===== src/rtl/phase_generator.sv =====
// ----------------------------------------------------------------------------
// phase_generator
//
// Multi-phase clock-enable generator.
//
// A single one-hot token rotates around NUM_PHASES outputs. Each phase is
// held for holdCycles+1 clkIn cycles. The block can also be stepped one
// phase at a time while idle. A drained stop always parks the token on
// phase 0.
//
// Ports
//   clkIn       in   1            single clock, rising edge
//   reset       in   1            synchronous, active-high reset
//   enable      in   1            run request (level)
//   step        in   1            single-phase advance, honoured only in IDLE
//   holdCycles  in   DIV_WIDTH    phase length minus one
//   clkOut      out  NUM_PHASES   one-hot active phase (registered)
//   phaseIdx    out  clog2(N)     binary index of the clkOut bit that is set
//   cycleDone   out  1            one-cycle pulse on wrap into phase 0
//   running     out  1            high while in RUN or DRAIN
//
// State   | meaning
// --------+----------------------------------------------------------------
// IDLE    | parked; phase holds, step may advance it by one
// RUN     | phases rotate with holdCycles+1 cycles per phase
// DRAIN   | enable dropped; keep rotating until the next wrap into phase 0
// ----------------------------------------------------------------------------
module phase_generator #(
    parameter int NUM_PHASES = 4,
    parameter int DIV_WIDTH  = 8
) (
    input  logic                          clkIn,
    input  logic                          reset,
    input  logic                          enable,
    input  logic                          step,
    input  logic [DIV_WIDTH-1:0]          holdCycles,
    output logic [NUM_PHASES-1:0]         clkOut,
    output logic [$clog2(NUM_PHASES)-1:0] phaseIdx,
    output logic                          cycleDone,
    output logic                          running
);

    localparam int IDX_W = $clog2(NUM_PHASES);

    typedef enum logic [1:0] {
        ST_IDLE  = 2'd0,
        ST_RUN   = 2'd1,
        ST_DRAIN = 2'd2
    } state_t;

    state_t               state;
    state_t               state_next;
    logic [DIV_WIDTH-1:0] hold_cnt;
    logic [DIV_WIDTH-1:0] hold_cnt_next;
    logic                 advance;
    logic                 at_last;

    // The token sits on the last phase, so the next advance wraps to phase 0.
    assign at_last = (phaseIdx == IDX_W'(NUM_PHASES - 1));

    always_comb begin
        state_next    = state;
        hold_cnt_next = hold_cnt;
        advance       = 1'b0;

        case (state)
            ST_IDLE: begin
                // enable wins over step: entering RUN never advances.
                if (enable) begin
                    state_next    = ST_RUN;
                    hold_cnt_next = holdCycles;
                end else if (step) begin
                    advance = 1'b1;
                end
            end

            ST_RUN, ST_DRAIN: begin
                if (hold_cnt == '0) begin
                    advance       = 1'b1;
                    hold_cnt_next = holdCycles;
                end else begin
                    hold_cnt_next = hold_cnt - DIV_WIDTH'(1);
                end

                if (state == ST_RUN) begin
                    if (!enable) begin
                        state_next = ST_DRAIN;
                    end
                end else begin
                    // Re-enable resumes without disturbing phase timing.
                    // Otherwise stop only once the token wraps into phase 0.
                    if (enable) begin
                        state_next = ST_RUN;
                    end else if (advance && at_last) begin
                        state_next = ST_IDLE;
                    end
                end
            end

            default: begin
                state_next = ST_IDLE;
            end
        endcase
    end

    always_ff @(posedge clkIn) begin
        if (reset) begin
            state     <= ST_IDLE;
            hold_cnt  <= '0;
            clkOut    <= NUM_PHASES'(1);
            phaseIdx  <= '0;
            cycleDone <= 1'b0;
            running   <= 1'b0;
        end else begin
            state    <= state_next;
            hold_cnt <= hold_cnt_next;
            if (advance) begin
                clkOut   <= {clkOut[NUM_PHASES-2:0], clkOut[NUM_PHASES-1]};
                phaseIdx <= at_last ? '0 : phaseIdx + IDX_W'(1);
            end
            cycleDone <= advance && at_last;
            running   <= (state_next != ST_IDLE);
        end
    end

endmodule


===== config.mk =====
export PLATFORM = sky130hd
export DESIGN_NAME = phase_generator
export DESIGN_NICKNAME = d
export VERILOG_FILES = /design/src/rtl/phase_generator.sv
export SDC_FILE = /design/constraint.sdc
export NUM_CORES = 1
export LEC_CHECK = 0
export CAP_MARGIN = 10
export CORE_MARGIN = 3
export CORE_UTILIZATION = 31
export CTS_BUF_LIST = sky130_fd_sc_hd__clkbuf_16
export DETAILED_ROUTE_END_ITERATION = 10
export GPL_TIMING_DRIVEN = 0
export SETUP_SLACK_MARGIN = 0.02
export SYNTH_ARGS = -nofsm -noshare
export SYNTH_HDL_FRONTEND = slang
export SYNTH_SLANG_ARGS = --single-unit

===== constraint.sdc =====
create_clock -name clkIn -period 2.3 [get_ports clkIn]
set_input_delay 0.575 -clock clkIn [delete_from_list [all_inputs] [get_ports clkIn]]
set_output_delay 0.575 -clock clkIn [all_outputs]
set_load 0.02 [all_outputs]

After elaboration in Yosys (flattened, before gate mapping)
Cells that the tools add are included.
- equal/unequal tests: 4
- reduce and logical (&&, ||, !) cells: 8
- mux-type cells: 15
- $add $sub $neg: 2
- operator list (kind ; count):
    8-bit 2-to-1 mux ; 2
    8-bit case mux with 2 select lines ; 1
    2-bit 2-to-1 mux ; 6
    8-bit zero test ; 1
    8-bit by 1-bit subtractor with 8-bit output (second input constant) ; 1
    2-bit equality test (second input constant) ; 2
    1-bit 2-to-1 mux ; 4
    2-bit case mux with 2 select lines ; 1
    2-bit nonzero test ; 2
    2-bit by 1-bit adder with 2-bit output (second input constant) ; 1
    2-bit by 1-bit equality test with 1-bit output (second input constant) ; 1
    1-bit logical AND ; 2
    2-bit zero test ; 1
    2-bit inequality test (second input constant) ; 1
    1-bit case mux with 2 select lines ; 1
    2-bit AND reduction ; 1
    2-bit OR reduction ; 1
- word-level logic and storage cells: 35
- register bits: 18
- input bits: 12

Logic depth before layout (Yosys ltp)
Gate-level depths: netlist (run 1).
- word-level depth: 9
- gate-level depth with buffers: 7
- depth with buffers taken out: 6

Worst setup path after synthesis (run 1)
Ideal clock, no wire load.
- path kind: flip-flop to flip-flop
- from: reg state[0]
- to: reg hold_cnt[3]
- data arrival time: 1.664 ns
- slack: 0.553 ns
- buffers on the path: 2
- setup time: 0.083 ns
- clock period less this slack: 1.747 ns
- cell stages (with the launch flop): 8
- cell sequence: dfxtp_1 inv_1 ha_1 clkbuf_1 mux2_2 clkbuf_1 nand4b_1 o221ai_1
- word-level cells in the longest chain between the ends: 4
- elaborated cells on any way between the ends: 8
- RTL lines (element ; RTL line ; source):
    from (decl) ; 51 ; state_t state;
    from (signal assigned) ; 115 ; state <= state_next;
    2-bit by 1-bit equality test with 1-bit output or 2-bit equality test (tied branches) ; 66 ; case (state)
    2-bit OR reduction ; 66 ;
    2-bit nonzero test (no source line) ; - ;
    2-bit AND reduction (no source line) ; - ;
    to (signal assigned) ; 116 ; hold_cnt <= hold_cnt_next;
    to (decl) ; 53 ; logic [DIV_WIDTH-1:0] hold_cnt;
Several ways; a longest one is shown, not always the timed one.
A chain may end at the register's enable or synchronous reset.

Worst setup path in the final report (run 1)
- from: reg state[1]
- to: reg hold_cnt[2]
Same word-level chain as after synthesis.

==> results of run 1 <==
stage by stage:
| step | instance area (sq um) | worst slack (ps) | total power [mW] | cells | hold slack (ps) |
|---|---|---|---|---|---|
| global placement | 1300 | 102 | 0.749 | 189 | 470 |
| global route | 1380 | 95.0 | 1.18 | 192 | 516 |
| finish | 1380 | 271 | 1.11 | 192 | 484 |
| floorplan | 1050 | 553 | 0.647 | 126 | 481 |
| detailed placement | 1300 | 70.4 | 0.758 | 189 | 480 |
| CTS | 1380 | 202 | 1.11 | 193 | 487 |
power groups by stage:
stage,combinational [mW],sequential (mW),clock [mW]
after floorplan,0.237,0.410,0
after global placement,0.348,0.401,0
after detailed placement,0.354,0.404,0
after CTS,0.358,0.397,0.360
after global routing,0.403,0.403,0.374
final,0.364,0.398,0.351
worst max path at each step:
stage | startpoint | end
5_1_grt | hold_cnt[0] | phaseIdx[0]
3_3_place_gp | enable | hold_cnt[7]
6_report | state[1] | hold_cnt[2]
3_5_place_dp | enable | hold_cnt[5]
2_1_floorplan | state[0] | hold_cnt[3]
4_1_cts | state[0] | hold_cnt[5]
worst reg2reg max path, stage by stage (launching register included):
cell      delay [ps]
dfxtp_1          340
inv_1             90
ha_1             140
clkbuf_1         260
mux2i_1          710
o21ai_0          230
o211ai_1         190
cell type report:
type | instances | area (sq um)
buffer | 3 | 11.3
clock buffer | 3 | 75.1
clock inverter | 1 | 3.75
fill | 320 | 1770
inverter | 10 | 37.5
multi-input combinational | 94 | 646
sequential | 18 | 360
tap | 44 | 55.1
timing repair buffer | 19 | 190
cells by family (layout without fill, tap and decap cells):
logic type / Yosys count / after routing / synth area share
adder cells (fa/ha/maj): 7 / 7 / 0.0807
multiplexers: 2 / 2 / 0.0202
flip-flops: 18 / 18 / 0.342
XOR/XNOR: 1 / 1 / 0.00831
buffers and inverters: 14 / 36 / 0.0498
AND/OR/NAND/NOR: 41 / 41 / 0.234
AO/OA/AOI/OAI: 43 / 43 / 0.266
flip-flops by register name, indices dropped and copies added (netlist names):
signal     cells
cycleDone      1
phaseIdx       2
running        1
clkOut         4
hold_cnt       8
state          2
layout by cell type (no fill, tap or decap), drive strengths merged, types with 2 or more instances in the layout:
cell,synthesis,final
a21oi,11,11
a31o,2,2
a31oi,4,4
a32oi,3,3
and3,2,2
clkbuf,4,6
clkdlybuf4s50,0,19
dfxtp,18,18
ha,6,6
inv,10,10
nand2,4,4
nand2b,2,2
nand3,12,12
nand4,3,3
nor2,6,6
nor3,2,2
nor4,2,2
nor4b,2,2
o21ai,12,12
o221ai,2,2
o32ai,2,2
routing by layer:
metal	up-vias	share of wire	GRT usage
li1	521	-	-
met1	504	0.45	0.167
met2	47	0.46	0.215
met3	2	0.083	0.0439
met4	0	0.0066	0.0290
met5	-	0	0
==> run_results.csv, run 1 <==
group,metric,value,unit
status,outcome,"finished clean",
clock_network,clk_pin_slew_worst_paths,50,ps
pwr,p_per_area,807,nW/um^2
clock_network,cts_setup_buffers,0,
logic_synthesis,syn_nets,144,
logic_synthesis,synth_top_area_frac,0.342,
pwr,swShare,0.334,
sta,fmax,493,MHz
pwr,p_leak,0.498,nW
logic_synthesis,synthTopCellsByCount,"dfxtp_1 (18), nand3_1 (12), o21ai_0 (12)",
placement,portBuffers,19,
routing,drtIter0Drc,88,
critical_path,cp_max_fo,9,
critical_path,r2r_end,"hold_cnt[2]",
logic_synthesis,synth_edf_count,0,
critical_path,ff2ff_path_depth,6,
placement,gp_congestion,0.794,
logic_synthesis,synth_warnings,0,
worst_hold_path,whs_endpoint,"clkOut[2]",
logic_synthesis,synth.area.top_cells,"dfxtp_1 (34%), ha_1 (7.1%), nand3_1 (5.7%)",
logic_synthesis,ys_seq_area_frac,0.342,
critical_path,r2r_slack,270,ps
routing,via_per_inst,5.59,
critical_path,path_buf_inv,2,
worst_hold_path,min_path_type,"reg -> reg",
critical_path,end_kind,"flop",
clock_network,cts_buffers,3,
floorplan,die-area,4140,sq um
critical_path,crit_path_max_incr_delay,710,ps
routing,firstDrtPassIters,5,
sta,worst_clock_skew,1.63,ps
placement,hpwlAfterDp,1.89,mm
routing,vias,1074,
global_route,grt_pass1_vias,986,
floorplan,ios,20,
critical_path,crit_slowest_cell,"mux2i_1",
critical_path,path_delay_family,"multiplexers",
critical_path,cp.required,2470,ps
routing,drtAntennaViolNets,0,
clock_network,cts_tree,"yes",
pwr,ir_worst_vdd,0.000400,V
pwr,p_int,741,uW
pwr,p_comb_frac,0.327,
sta,min_period,2030,ps
logic_synthesis,synthCells,126,
worst_hold_path,hold_depth,2,
clock_network,cts_max_level,1,
sta,maxSlewViolCount,0,
critical_path,crit_cells,6,
floorplan,start_util,0.335,
critical_path,start_kind,"flop",
sta,setup_viol,0,
critical_path,arrival,2200,ps
logic_synthesis,synth_area_leader_cell,"dfxtp_1",
pwr,p_sw,372,uW
pwr,p_seq_frac,0.358,
sta,rsz0062_at_grt,"no",
logic_synthesis,ys_types,40,
logic_synthesis,synth_most_common_cell,"dfxtp_1",
layout,synthToLayoutAreaGrowth,30.7,%
logic_synthesis,synth_area,1050,sq um
sta,tightest_slew,772,ps
layout,final_core_util,0.437,
layout,diodes,0,
global_route,antenna_found_initial,0,
floorplan,die_w,64.3,microns
sta,slew_headroom,0.470,
floorplan,rows,20,
logic_synthesis,avgSynthCellArea,8.37,sq um
global_route,overflow,0,
clock_network,cts_hold_buf,0,
sta,min_period_over_period,0.882,
clock_network,cts-root-buf,"clkbuf_16",
clock_network,clock_latency,250,ps
flow_run,max_cap_viol_count,0,
critical_path,timing.rr.start,"state[1]",
critical_path,crit_chain,"inv_1, ha_1, clkbuf_1, mux2i_1, o21ai_0, o211ai_1",
logic_synthesis,async_flop_share,0,
clock_network,clock_path_buffers,2,
global_route,grt_usage,0.132,
logic_synthesis,synth_top_flop_cell,"dfxtp_1",
sta,fin_setup_tns,0,ps
sta,finalHoldViolations,0,
pwr,power.share.clock,0.316,
clock_network,cts_resized,0,
global_route,grt_pass1_wl,4.44,mm
global_route,grt_start_max_net_pins,11,
logic_synthesis,synth-seq-cells,18,
worst_hold_path,hp-start,"clkOut[1]",
clock_network,clock_sinks,18,
routing,drc,0,
layout,fin_nets,167,
floorplan,die_h,64.3,microns
routing,drt_wl_total,2.58,mm
layout,drive_gt1_frac,0.0811,
routing,avgRoutedWirePerCell,13.4,microns
floorplan,core_area,3150,sq um
critical_path,path_class,"reg -> reg",
Power figures use the tool's default switching activity.
==> run 2, diff against run 1 <==
--- a/config.mk
+++ b/config.mk
@@ -5,8 +5,7 @@
 export SDC_FILE = /design/constraint.sdc
 export NUM_CORES = 1
 export LEC_CHECK = 0
-export CAP_MARGIN = 10
-export CORE_MARGIN = 3
+export CORE_MARGIN = 5
 export CORE_UTILIZATION = 31
 export CTS_BUF_LIST = sky130_fd_sc_hd__clkbuf_16
 export DETAILED_ROUTE_END_ITERATION = 10
==> run 2 against run 1 <==
  * Setup slack lost 20 ps
  * Sequential power is essentially flat
  * Cell count grew 1.0%
  * Via count shrank 1.3%
  * Critical path type unchanged
  * Critical endpoint is now hold_cnt[4]
==> run_results.csv, run 2 (synthesis results as in run 1) <==
group,metric,value,unit
status,outcome,"finished clean",
layout,diodes,0,
sta,maxSlewViolCount,0,
pwr,p_int,740,uW
global_route,antenna_found_initial,0,
worst_hold_path,hp-start,"clkOut[2]",
sta,rsz0062_at_grt,"no",
pwr,p_leak,0.494,nW
critical_path,r2r_end,"hold_cnt[4]",
clock_network,cts_buffers,3,
sta,tightest_slew,630,ps
layout,synthToLayoutAreaGrowth,31.0,%
placement,dp.cells,191,
critical_path,timing.rr.start,"state[0]",
pwr,power.share.clock,0.320,
worst_hold_path,hold_depth,2,
layout,fin_nets,167,
sta,holdWs,493,ps
routing,drtIter0Drc,73,
critical_path,ff2ff_path_depth,7,
layout,drive_gt1_frac,0.0811,
global_route,grt_pass1_wl,4.69,mm
floorplan,ios,20,
sta,min_period_over_period,0.891,
placement,hpwlAfterDp,1.97,mm
layout,regMostFlops,"hold_cnt",
floorplan,start_util,0.319,
layout,reg.largest.list,"hold_cnt (8), clkOut (4)",
global_route,overflow,0,
floorplan,die-area,4670,sq um
sta,min_period,2050,ps
clock_network,cts_resized,0,
global_route,grt_pass1_vias,1015,
routing,drtAntennaViolNets,0,
clock_network,clk_pin_slew_worst_paths,50,ps
routing,drt_wl_total,2.66,mm
floorplan,die_w,68.3,microns
sta,fmax,488,MHz
routing,firstDrtPassIters,4,
pwr,p_comb_frac,0.321,
floorplan,rows,21,
critical_path,path_class,"reg -> reg",
layout,layout.cells.non_filler,194,
clock_network,cts_tree,"yes",
routing,vias,1060,
pwr,p_seq_frac,0.359,
critical_path,arrival,2230,ps
global_route,grt_usage,0.133,
pwr,ir_worst_vdd,0.000345,V
layout,final_common_cell,"clkdlybuf4s50_1",
placement,portBuffers,19,
clock_network,clock_path_buffers,2,
worst_hold_path,whs_endpoint,"clkOut[3]",
clock_network,clock_latency,250,ps
sta,setup_viol,0,
clock_network,cts_setup_buffers,0,
clock_network,cts_hold_buf,0,
flow_run,max_cap_viol_count,0,
pwr,p_per_area,803,nW/um^2
critical_path,end_kind,"flop",
floorplan,die_h,68.3,microns
layout,largest_register_ffs,8,
clock_network,cts_max_level,1,
global_route,grt_start_max_net_pins,11,
critical_path,start_kind,"flop",
critical_path,r2r_slack,250,ps
clock_network,clock_sinks,18,
sta,slew_headroom,0.578,
critical_path,cp.required,2480,ps
routing,avgRoutedWirePerCell,13.7,microns
sta,fin_setup_tns,0,ps
sta,worst_clock_skew,3.00,ps
layout,final_cell_mix,"clkdlybuf4s50_1 (19), dfxtp_1 (18), o21ai_0 (12), nand3_1 (12), a21oi_1 (11)",
routing,via_per_inst,5.46,
critical_path,cp_max_fo,10,
pwr,swShare,0.333,
clock_network,cts-root-buf,"clkbuf_16",
floorplan,core_area,3310,sq um
placement,gp_congestion,0.831,
pwr,p_sw,369,uW
sta,finalHoldViolations,0,
worst_hold_path,min_path_type,"reg -> reg",
routing,drc,0,
-- run 2: changes by cell type in the layout (fill, tap and decap cells not counted) --
cell / previous run / this run
mux2i_1: 1 / 0
a21oi_1: 10 / 11
mux2i_2: 0 / 1
a21oi_2: 1 / 0
-- run 2: worst max-delay path by stage --
stage | from | endpoint | slack (ps) | cells past startpoint
floorplan | state[0] | hold_cnt[3] | 550 | 7
global placement | enable | hold_cnt[7] | 100 | 5
detailed placement | enable | hold_cnt[5] | 70 | 4
CTS | state[0] | hold_cnt[5] | 180 | 6
global route | state[0] | hold_cnt[7] | 50 | 7
finish | state[0] | hold_cnt[4] | 250 | 7
-- run 2: layout make-up --
type	instances	area (sq um)
Fill cell	363	1930
Inverter	10	37.5
Clock inverter	1	3.75
Tap cell	46	57.6
Clock buffer	3	75.1
Sequential cell	18	360
Buffer	3	11.3
Multi-Input combinational cell	94	646
Timing Repair Buffer	19	190
-- run 2: layer usage --
layer  up-vias  GRT usage  share of wire
met5         -          0              0
met4         0     0.0521          0.017
met3         5     0.0394          0.055
met2        27      0.215           0.47
met1       501      0.163           0.46
li1        527          -              -
-- run 2: stage by stage --
stage / worst slack (ps) / area [sq um] / total power [mW] / util
2_1_floorplan: 553 / 1050 / 0.647 / -
3_3_place_gp: 102 / 1300 / 0.749 / 0.393
3_5_place_dp: 73.8 / 1300 / 0.757 / 0.393
4_1_cts: 179 / 1380 / 1.12 / 0.417
5_1_grt: 49.7 / 1380 / 1.18 / 0.417
6_report: 250 / 1380 / 1.11 / 0.417
-- run 2: critical path, cell delays in order (launching register included) --
cell      delay (ps)
dfxtp_1          400
inv_1             70
ha_1             270
clkbuf_1         360
inv_1            180
a21oi_1          400
nand3_1          130
a31oi_1          180
-- run 2: power groups by stage --
stage	Clock (mW)	Combinational [mW]	Sequential, mW
6_report	0.355	0.356	0.398
5_1_grt	0.378	0.400	0.407
4_1_cts	0.365	0.355	0.398
3_5_place_dp	0	0.353	0.404
3_3_place_gp	0	0.348	0.401
2_1_floorplan	0	0.237	0.410
==> run 3, diff against run 2 <==
--- a/config.mk
+++ b/config.mk
@@ -5,7 +5,6 @@
 export SDC_FILE = /design/constraint.sdc
 export NUM_CORES = 1
 export LEC_CHECK = 0
-export CORE_MARGIN = 5
 export CORE_UTILIZATION = 31
 export CTS_BUF_LIST = sky130_fd_sc_hd__clkbuf_16
 export DETAILED_ROUTE_END_ITERATION = 10
==> run 3 against run 2 <==
  * Sequential share of layout area about the same
  * Utilization up 2.5 points
  * Non-clock buffer count unchanged
  * Die area down 22%
  * First-iteration DRC count down 53%
  * Count of clock-buffer cells in the layout unchanged
  * Sequential cell count unchanged
  * Via count down 0.75%
  * Clock skew about the same
  * Critical path type unchanged
  * Critical endpoint is now phaseIdx[0]
  * Largest power group unchanged
==> run_results.csv, run 3 (synthesis results as in run 1) <==
group,metric,value,unit
critical_path,arrival,2190,ps
global_route,top_usage_layer,"met2",
critical_path,start_kind,"flop",
global_route,grt_pass1_wl,4.22,mm
pwr,p_leak,0.494,nW
sta,post-route-worst-setup-slack,283,ps
routing,drt_wl_total,2.54,mm
placement,portBuffers,19,
critical_path,r2r_slack,280,ps
critical_path,cp.required,2480,ps
global_route,use_met1,0.183,
floorplan,die_h,60.3,microns
placement,place_area,1300,sq um
clock_network,cts-root-buf,"clkbuf_16",
sta,finalHoldViolations,0,
status,outcome,"finished clean",
routing,drtAntennaViolNets,0,
sta,min_period,2020,ps
clock_network,cts_hold_buf,0,
layout,diodes,0,
global_route,grt_usage,0.159,
sta,tightest_slew,633,ps
layout,fin_nets,167,
flow_run,max_cap_viol_count,0,
sta,min_period_over_period,0.877,
layout,reg.largest.list,"hold_cnt (8), clkOut (4)",
sta,holdWs,482,ps
sta,slew_headroom,0.576,
global_route,met3_usage,0.0469,
floorplan,ios,20,
layout,post-route-cell-area,1380,sq um
layout,drive_gt1_frac,0.0878,
layout,largest_register_ffs,8,
routing,vias,1052,
sta,maxSlewViolCount,0,
critical_path,path_class,"reg -> reg",
sta,setup_viol,0,
placement,dp_slack,49.1,ps
routing,avgRoutedWirePerCell,13.2,microns
routing,drtIter0Drc,34,
sta,fin_setup_tns,0,ps
layout,synthToLayoutAreaGrowth,31.1,%
critical_path,cp_max_fo,9,
global_route,use_met2,0.270,
global_route,antenna_found_initial,0,
clock_network,clk_pin_slew_worst_paths,50,ps
clock_network,clock_sinks,18,
placement,gp_congestion,0.838,
floorplan,die-area,3640,sq um
clock_network,clock_path_buffers,2,
layout,final_cell_mix,"clkdlybuf4s50_1 (19), dfxtp_1 (18), o21ai_0 (12), nand3_1 (12)",
routing,via_per_inst,5.48,
global_route,grt_start_max_net_pins,11,
clock_network,cts_buffers,3,
floorplan,rows,20,
pwr,p_per_area,805,nW/um^2
clock_network,cts_tree,"yes",
floorplan,start_util,0.337,
global_route,overflow,0,
pwr,ir_worst_vdd,0.000372,V
routing,drc,0,
placement,hpwlAfterDp,1.83,mm
layout,final_common_cell,"clkdlybuf4s50_1",
routing,firstDrtPassIters,4,
critical_path,end_kind,"flop",
floorplan,core_area,3130,sq um
worst_hold_path,min_path_type,"reg -> reg",
sta,worst_clock_skew,2.80,ps
floorplan,die_w,60.3,microns
sta,fmax,496,MHz
clock_network,clock_latency,250,ps
global_route,grt_pass1_vias,931,
sta,rsz0062_at_grt,"no",
clock_network,cts_max_level,1,
clock_network,cts_setup_buffers,0,
layout,regMostFlops,"hold_cnt",
==> run 3: cell counts in the layout (fill, tap and decap cells not counted) <==
No cell type changed its count.
==> run 3: area by class of cell <==
class                   count  area, sq um
plain buffers               3         11.3
clock buffers               3         75.1
clock inverters             1         3.75
fillers                   303         1750
inverters                  10         37.5
multi-input cells          94          649
flip-flops and latches     18          360
well taps                  44         55.1
repair buffers             19          190
==> run 3: repair_timing <==
action	CTS	global route
setup endpoints to repair	0	3
resized for setup	0	2
hold endpoints to repair	0	0
==> run 3: final timing paths <==
check,from,end,cells past startpoint
max,hold_cnt[0],phaseIdx[0],6
min,clkOut[2],clkOut[3],2
max reg2reg,hold_cnt[0],phaseIdx[0],6
min reg2reg,clkOut[2],clkOut[3],2
==> run 3: routing by layer <==
layer	vias up	part of all wire
li1	520	-
met5	-	0
met4	0	0.015
met3	5	0.063
met1	488	0.47
met2	39	0.46
==> run 3: worst max-delay path, cell delays in order (launching register included) <==
cell     delay, ps
dfxtp_1        350
inv_1          120
ha_1           180
nor4b_4        460
a31oi_2        240
or4_1          440
a21oi_1        150
==> run 3: metrics by stage <==
stage	util	total power, mW	std cells
floorplan	-	0.647	126
global placement	0.416	0.749	189
detailed placement	0.416	0.756	189
CTS	0.441	1.11	193
global route	0.442	1.18	192
finish	0.442	1.11	192
==> run 3: report_power, final <==
group          switching (mW)  internal (mW)  total [mW]
logic                   0.203          0.159       0.363
clock network           0.121          0.231       0.353
registers              0.0459          0.351       0.397
